[config.mk]
export PLATFORM = sky130hd
export DESIGN_NAME = dma_ahb_write_engine_flat
export DESIGN_NICKNAME = d
export VERILOG_FILES = /design/src/rtl/dma_ahb_write_engine_if.sv /design/src/rtl/dma_ahb_write_engine.sv /design/src/flat_wrapper.sv
export SDC_FILE = /design/constraint.sdc
export NUM_CORES = 1
export LEC_CHECK = 0
export ABC_AREA = 1
export BUFFER_PORTS_ARGS = -buffer_cell sky130_fd_sc_hd__buf_4
export CORE_AREA = 4 4 86 148
export DETAILED_ROUTE_END_ITERATION = 6
export DIE_AREA = 0 0 90 152
export PLACE_DENSITY = 0.84
export SKIP_CTS_REPAIR_TIMING = 1
export SLEW_MARGIN = 25
export SYNTH_ARGS = -nofsm -noshare
export SYNTH_HDL_FRONTEND = slang
export SYNTH_SLANG_ARGS = --single-unit
[constraint.sdc]
create_clock -name clk -period 1.6 [get_ports clk]
set_input_delay 0.32 -clock clk [delete_from_list [all_inputs] [get_ports clk]]
set_output_delay 0.32 -clock clk [all_outputs]
set_load 0.05 [all_outputs]
[src/rtl/dma_ahb_write_engine_if.sv]
// AHB-Lite bus bundle between the DMA destination write engine (master)
// and the downstream AHB slave / interconnect.
interface dma_ahb_write_engine_if;
  logic        HREADY;
  logic        HRESP;
  logic [31:0] HADDR;
  logic [1:0]  HTRANS;
  logic        HWRITE;
  logic [2:0]  HSIZE;
  logic [2:0]  HBURST;
  logic [31:0] HWDATA;

  modport master (
    input  HREADY,
    input  HRESP,
    output HADDR,
    output HTRANS,
    output HWRITE,
    output HSIZE,
    output HBURST,
    output HWDATA
  );

  modport slave (
    output HREADY,
    output HRESP,
    input  HADDR,
    input  HTRANS,
    input  HWRITE,
    input  HSIZE,
    input  HBURST,
    input  HWDATA
  );
endinterface

[src/rtl/dma_ahb_write_engine.sv]
// Destination-side AHB-Lite write master of a DMA channel. Pops words from
// the channel FIFO's show-ahead port and issues them as pipelined 32-bit
// write transfers to an incrementing or fixed address, reporting busy,
// done and sticky error status to the channel controller.
module dma_ahb_write_engine (
  input  logic                   clk,
  input  logic                   rst,
  input  logic                   start,
  input  logic [31:0]            dst_addr,
  input  logic [15:0]            beat_count,
  input  logic                   dst_inc,
  input  logic [31:0]            fifo_rdata,
  input  logic                   fifo_empty,
  output logic                   rc_en,
  dma_ahb_write_engine_if.master ahb,
  output logic                   busy,
  output logic                   done,
  output logic                   error
);

  typedef enum logic [1:0] {
    ST_IDLE  = 2'd0,
    ST_XFER  = 2'd1,
    ST_FLUSH = 2'd2,
    ST_ERR   = 2'd3
  } state_e;

  localparam logic [1:0] TRANS_IDLE   = 2'b00;
  localparam logic [1:0] TRANS_NONSEQ = 2'b10;
  localparam logic [1:0] TRANS_SEQ    = 2'b11;
  localparam logic [2:0] BURST_SINGLE = 3'b000;
  localparam logic [2:0] BURST_INCR   = 3'b001;
  localparam logic [2:0] SIZE_WORD    = 3'b010;

  state_e      state_q,     state_d;
  logic [31:0] haddr_q,     haddr_d;
  logic [31:0] hwdata_q,    hwdata_d;
  logic [2:0]  hburst_q,    hburst_d;
  logic [15:0] issue_cnt_q, issue_cnt_d;
  logic        first_q,     first_d;
  logic        inc_q,       inc_d;
  logic        pending_q,   pending_d;
  logic        done_q,      done_d;
  logic        error_q,     error_d;

  logic [1:0]  htrans_s;
  logic        accept_s;
  logic        err_resp_s;

  // Address-phase drive: offer a beat only while beats remain and the FIFO
  // head is valid. Since nothing else pops the FIFO, an offered beat stays
  // stable through wait states. The first beat, fixed-address mode and a
  // 1 KB boundary all restart the burst with NONSEQ; a FIFO gap does not.
  always_comb begin
    htrans_s = TRANS_IDLE;
    if ((state_q == ST_XFER) && (issue_cnt_q != 16'd0) && !fifo_empty) begin
      if (first_q || !inc_q || (haddr_q[9:0] == 10'd0)) begin
        htrans_s = TRANS_NONSEQ;
      end else begin
        htrans_s = TRANS_SEQ;
      end
    end else begin
      htrans_s = TRANS_IDLE;
    end
  end

  // A beat is accepted when its address phase completes; the first cycle of
  // a two-cycle ERROR response is recognised only during a data phase.
  assign accept_s   = htrans_s[1] && ahb.HREADY;
  assign err_resp_s = pending_q && ahb.HRESP && !ahb.HREADY;

  // Transfer sequencing: capture the job on start, retire beats and data
  // phases, and raise done/error at the end of a normal or failed transfer.
  always_comb begin
    state_d     = state_q;
    haddr_d     = haddr_q;
    hwdata_d    = hwdata_q;
    hburst_d    = hburst_q;
    issue_cnt_d = issue_cnt_q;
    first_d     = first_q;
    inc_d       = inc_q;
    pending_d   = pending_q;
    error_d     = error_q;
    done_d      = 1'b0;

    case (state_q)
      ST_IDLE: begin
        if (start) begin
          error_d = 1'b0;
          if (beat_count != 16'd0) begin
            state_d     = ST_XFER;
            haddr_d     = dst_addr;
            issue_cnt_d = beat_count;
            first_d     = 1'b1;
            inc_d       = dst_inc;
            hburst_d    = dst_inc ? BURST_INCR : BURST_SINGLE;
            pending_d   = 1'b0;
          end else begin
            // Empty job: report completion without touching the bus.
            done_d = 1'b1;
          end
        end else begin
          state_d = ST_IDLE;
        end
      end

      ST_XFER: begin
        if (err_resp_s) begin
          // Abandon the job; the pending address phase is dropped next cycle.
          state_d = ST_ERR;
        end else if (accept_s) begin
          hwdata_d    = fifo_rdata;
          issue_cnt_d = issue_cnt_q - 16'd1;
          first_d     = 1'b0;
          pending_d   = 1'b1;
          if (inc_q) begin
            haddr_d = haddr_q + 32'd4;
          end else begin
            haddr_d = haddr_q;
          end
          if (issue_cnt_q == 16'd1) begin
            state_d = ST_FLUSH;
          end else begin
            state_d = ST_XFER;
          end
        end else if (ahb.HREADY) begin
          pending_d = 1'b0;
        end else begin
          pending_d = pending_q;
        end
      end

      ST_FLUSH: begin
        // Only the last data phase is outstanding here.
        if (err_resp_s) begin
          state_d = ST_ERR;
        end else if (ahb.HREADY) begin
          pending_d = 1'b0;
          done_d    = 1'b1;
          state_d   = ST_IDLE;
        end else begin
          state_d = ST_FLUSH;
        end
      end

      ST_ERR: begin
        // Second cycle of the ERROR response completes the failed transfer.
        if (ahb.HREADY) begin
          pending_d = 1'b0;
          error_d   = 1'b1;
          done_d    = 1'b1;
          state_d   = ST_IDLE;
        end else begin
          state_d = ST_ERR;
        end
      end

      default: begin
        state_d = ST_IDLE;
      end
    endcase
  end

  // State and datapath registers with synchronous active-low reset.
  always_ff @(posedge clk) begin
    if (!rst) begin
      state_q     <= ST_IDLE;
      haddr_q     <= 32'd0;
      hwdata_q    <= 32'd0;
      hburst_q    <= BURST_SINGLE;
      issue_cnt_q <= 16'd0;
      first_q     <= 1'b0;
      inc_q       <= 1'b0;
      pending_q   <= 1'b0;
      done_q      <= 1'b0;
      error_q     <= 1'b0;
    end else begin
      state_q     <= state_d;
      haddr_q     <= haddr_d;
      hwdata_q    <= hwdata_d;
      hburst_q    <= hburst_d;
      issue_cnt_q <= issue_cnt_d;
      first_q     <= first_d;
      inc_q       <= inc_d;
      pending_q   <= pending_d;
      done_q      <= done_d;
      error_q     <= error_d;
    end
  end

  assign ahb.HADDR  = haddr_q;
  assign ahb.HTRANS = htrans_s;
  assign ahb.HWRITE = 1'b1;
  assign ahb.HSIZE  = SIZE_WORD;
  assign ahb.HBURST = hburst_q;
  assign ahb.HWDATA = hwdata_q;
  assign rc_en      = accept_s;
  assign busy       = (state_q != ST_IDLE);
  assign done       = done_q;
  assign error      = error_q;

endmodule

[src/flat_wrapper.sv]
// flat-port wrapper written by rule: the top's interface ports become plain ports
module dma_ahb_write_engine_flat 
  (clk, rst, start, dst_addr, beat_count, dst_inc, fifo_rdata, fifo_empty, rc_en, busy, done, error, ahb_HREADY, ahb_HRESP, ahb_HADDR, ahb_HTRANS, ahb_HWRITE, ahb_HSIZE, ahb_HBURST, ahb_HWDATA);
  dma_ahb_write_engine_if ahb_i ();
  input  logic clk;
  input  logic rst;
  input  logic start;
  input  logic [31:0] dst_addr;
  input  logic [15:0] beat_count;
  input  logic dst_inc;
  input  logic [31:0] fifo_rdata;
  input  logic fifo_empty;
  output logic rc_en;
  output logic busy;
  output logic done;
  output logic error;
  input wire logic [$bits(ahb_i.HREADY)-1:0] ahb_HREADY;
  input wire logic [$bits(ahb_i.HRESP)-1:0] ahb_HRESP;
  output wire logic [$bits(ahb_i.HADDR)-1:0] ahb_HADDR;
  output wire logic [$bits(ahb_i.HTRANS)-1:0] ahb_HTRANS;
  output wire logic [$bits(ahb_i.HWRITE)-1:0] ahb_HWRITE;
  output wire logic [$bits(ahb_i.HSIZE)-1:0] ahb_HSIZE;
  output wire logic [$bits(ahb_i.HBURST)-1:0] ahb_HBURST;
  output wire logic [$bits(ahb_i.HWDATA)-1:0] ahb_HWDATA;
  assign ahb_i.HREADY = ahb_HREADY;
  assign ahb_i.HRESP = ahb_HRESP;
  assign ahb_HADDR = ahb_i.HADDR;
  assign ahb_HTRANS = ahb_i.HTRANS;
  assign ahb_HWRITE = ahb_i.HWRITE;
  assign ahb_HSIZE = ahb_i.HSIZE;
  assign ahb_HBURST = ahb_i.HBURST;
  assign ahb_HWDATA = ahb_i.HWDATA;
  dma_ahb_write_engine u_core (.clk(clk), .rst(rst), .start(start), .dst_addr(dst_addr), .beat_count(beat_count), .dst_inc(dst_inc), .fifo_rdata(fifo_rdata), .fifo_empty(fifo_empty), .rc_en(rc_en), .ahb(ahb_i), .busy(busy), .done(done), .error(error));
endmodule
==> metrics.cfg <==
[clocking]
root_buffer = clkbuf_16
worst_skew_pair.late_latency_ns = 0.35
clockBufferDepth = 2
path_clk_slew_ns = 0.07
numCtsBuffers = 9
cts_tree = built
clock_sinks = 87
htree_levels = 3

[floorplanning]
coreArea_sq_um = 11500
die_w_um = 90
die_area_sq_um = 13700
io_pins = 164
fp-row-count = 52
start_util = 0.461
die_y_um = 152

[synth]
syn_area_sq_um = 5310
synth-seq-cells = 87
ys_seq_area_frac = 0.328
synth_top_area_frac = 0.328
netlist_instances = 938
synth-edff-count = 0
synthArstFlopShare = 0
syn_avg_cell_area_sq_um = 5.66
ys.flop_type = dfxtp_1
yosys_warnings = 0
yosys.cell_count.top_type = nand2_1
ys_types = 35
synth_common_cells = nand2_1, nor2_1, dfxtp_1
yosysTopAreaCell = dfxtp_1
synthTopCellsByArea = dfxtp_1, nand2_1, nor2_1

[critical_path]
max_stage_delay_ns = 0.36
cp_data_arrival_time_ns = 1.65
critPathKind = reg2out
path_max_fanout = 4
r2r_cells = 13
start_kind = flip-flop
worstPathRequired_ns = 1.28
endpoint_kind = output port
path_cells = nor2_1 > nand2_2 > nor2_4 > nand2_4 > nand3_4 > clkinvlp_4 > buf_8
crit_slowest_cell = dfxtp_1

[global_routing]
grt_pass1_wl_um = 28600
grt_max_degree = 35
grt_antenna_before_repair = 0
grt_pass1_vias = 6367
grt_overflow = 0
track_usage = 0.252

[routing]
remaining_drc_errors = 1
wl_per_cell_um = 15.8
routed_via_density = 5.37
wirelength_um = 20900
ant_nets = 0
dr.pass1.iters = 7
vias = 7099
drtIter0Drc = 409

[sta]
fin_crit_ns = 1.97
period_share = 1.23
hold_viol_final = 0
finalSetupViolations = 67
hold_slack_ns = 0.217
slew_viol_final = 0
rsz0062_at_grt = true
fmax_mhz = 508
setup_tns_ns = -10.84
fin_ws_ns = -0.370
skew_ns = 0.0104

[placement]
dp_hpwl_um = 13500
port_buffers = 157
gp_congestion = 0.932
post-place-cells = 1283
place_area_sq_um = 7320

[layout]
nFillCells = 847
fin_area_sq_um = 8330
drive_above_1_share = 0.349
multi_input_area_sq_um = 3480
regArea_sq_um = 1790
fin_cells = 1322
finish.net_count = 1274
synthToLayoutAreaGrowth_pct = 56.8
post-route-util = 0.723
n_antenna_cell = 0

[power]
p_per_area_nw_per_um2 = 1170
leakage_uw = 0.00413
ir_drop_mv = 0.737

[hold_path]
holdPathStages = 3
min_path_type = in2reg

[outcome]
status = finished with violations
failed_checks = design-rule violations, negative setup slack

[flow_run]
maxCapViolCount = 0

-- cell usage in the layout, fill, tap and decap left out, drive strengths merged --
cell | Yosys | layout
nand4 | 7 | 7
o22ai | 1 | 1
o31ai | 3 | 3
nand3b | 1 | 1
dfxtp | 87 | 87
or2 | 3 | 3
nor2 | 182 | 182
xnor2 | 1 | 1
a31oi | 1 | 1
a21boi | 1 | 1
nand2 | 382 | 382
nand3 | 54 | 55
clkbuf | 13 | 15
ha | 5 | 5
and2 | 1 | 1
a21oi | 54 | 54
o21ai | 22 | 22
a31o | 1 | 1
conb | 2 | 6
o21a | 1 | 1
clkinv | 1 | 1
buf | 28 | 263
nor3 | 1 | 1
xor2 | 2 | 2
nor4 | 2 | 2
inv | 82 | 88
clkinvlp | 0 | 1
-- power by group --
group / total (uW) / internal (uW) / switching (uW)
clock network: 2150 / 1110 / 1040
registers: 2790 / 2480 / 303
logic: 4780 / 1870 / 2910
-- through the flow --
| stage | setup slack (ns) | total power (uW) |
|---|---|---|
| floorplan | -0.0983 | 5180 |
| finish | -0.370 | 9720 |
| global placement | -0.0805 | 6480 |
| detailed placement | -0.122 | 6560 |
| global route | -0.395 | 10200 |
| CTS | -0.460 | 8680 |
-- kinds of logic (layout without fill, tap and decap cells) --
logic type,count (synthesis),after routing,synth area share
flops,87,87,0.328
compound gates,84,84,0.0827
simple gates,633,634,0.474
xor+xnor,3,3,0.00495
buf+inv,124,368,0.0977
fa+ha+maj,5,5,0.0118
other cells,2,6,0.00141
-- routing by layer --
| metal | wire, um | up-vias | GRT usage | part of all wire |
|---|---|---|---|---|
| met5 | 0 | - | 0 | 0 |
| met4 | 1470 | 0 | 0.159 | 0.070 |
| li1 | - | 3373 | - | - |
| met1 | 6770 | 3171 | 0.244 | 0.32 |
| met2 | 11000 | 430 | 0.476 | 0.53 |
| met3 | 1630 | 125 | 0.0505 | 0.078 |
-- layout make-up --
| type | count | area share |
|---|---|---|
| inverter | 83 | 0.0391 |
| clock buffer | 9 | 0.0270 |
| sequential | 87 | 0.215 |
| tap | 135 | 0.0203 |
| clock inverter | 7 | 0.00826 |
| timing repair buffer | 269 | 0.272 |
| multi-input combinational | 732 | 0.418 |
-- flip-flops by register name, indices dropped and copies added, names as in the netlist --
name and cells:
u_core.ahb.HADDR 32, u_core.ahb.HWDATA 32, u_core.issue_cnt_q 16, u_core.state_q 2, u_core.ahb.HBURST 1, u_core.done 1
u_core.error 1, u_core.first_q 1, u_core.pending_q 1
-- path summary, 6_finish.rpt --
check | start | to | slack (ns)
setup / recovery | u_core.issue_cnt_q[2]$_SDFFE_PN0P_ | rc_en | -0.37
hold reg to reg | u_core.ahb.HWDATA[2]$_SDFFE_PN0P_ | u_core.ahb.HWDATA[2]$_SDFFE_PN0P_ | 0.46
setup reg to reg | u_core.issue_cnt_q[2]$_SDFFE_PN0P_ | u_core.issue_cnt_q[1]$_SDFFE_PN0P_ | -0.32
hold / removal | fifo_rdata[2] | u_core.ahb.HWDATA[2]$_SDFFE_PN0P_ | 0.22
-- critical path, delay by kind of cell, from the launching register on --
kind	cells	cell delay (ns)
flops	1	0.36
buf+inv	2	0.32
simple gates	5	0.61
No activity file was read; power rests on OpenSTA's default activity.
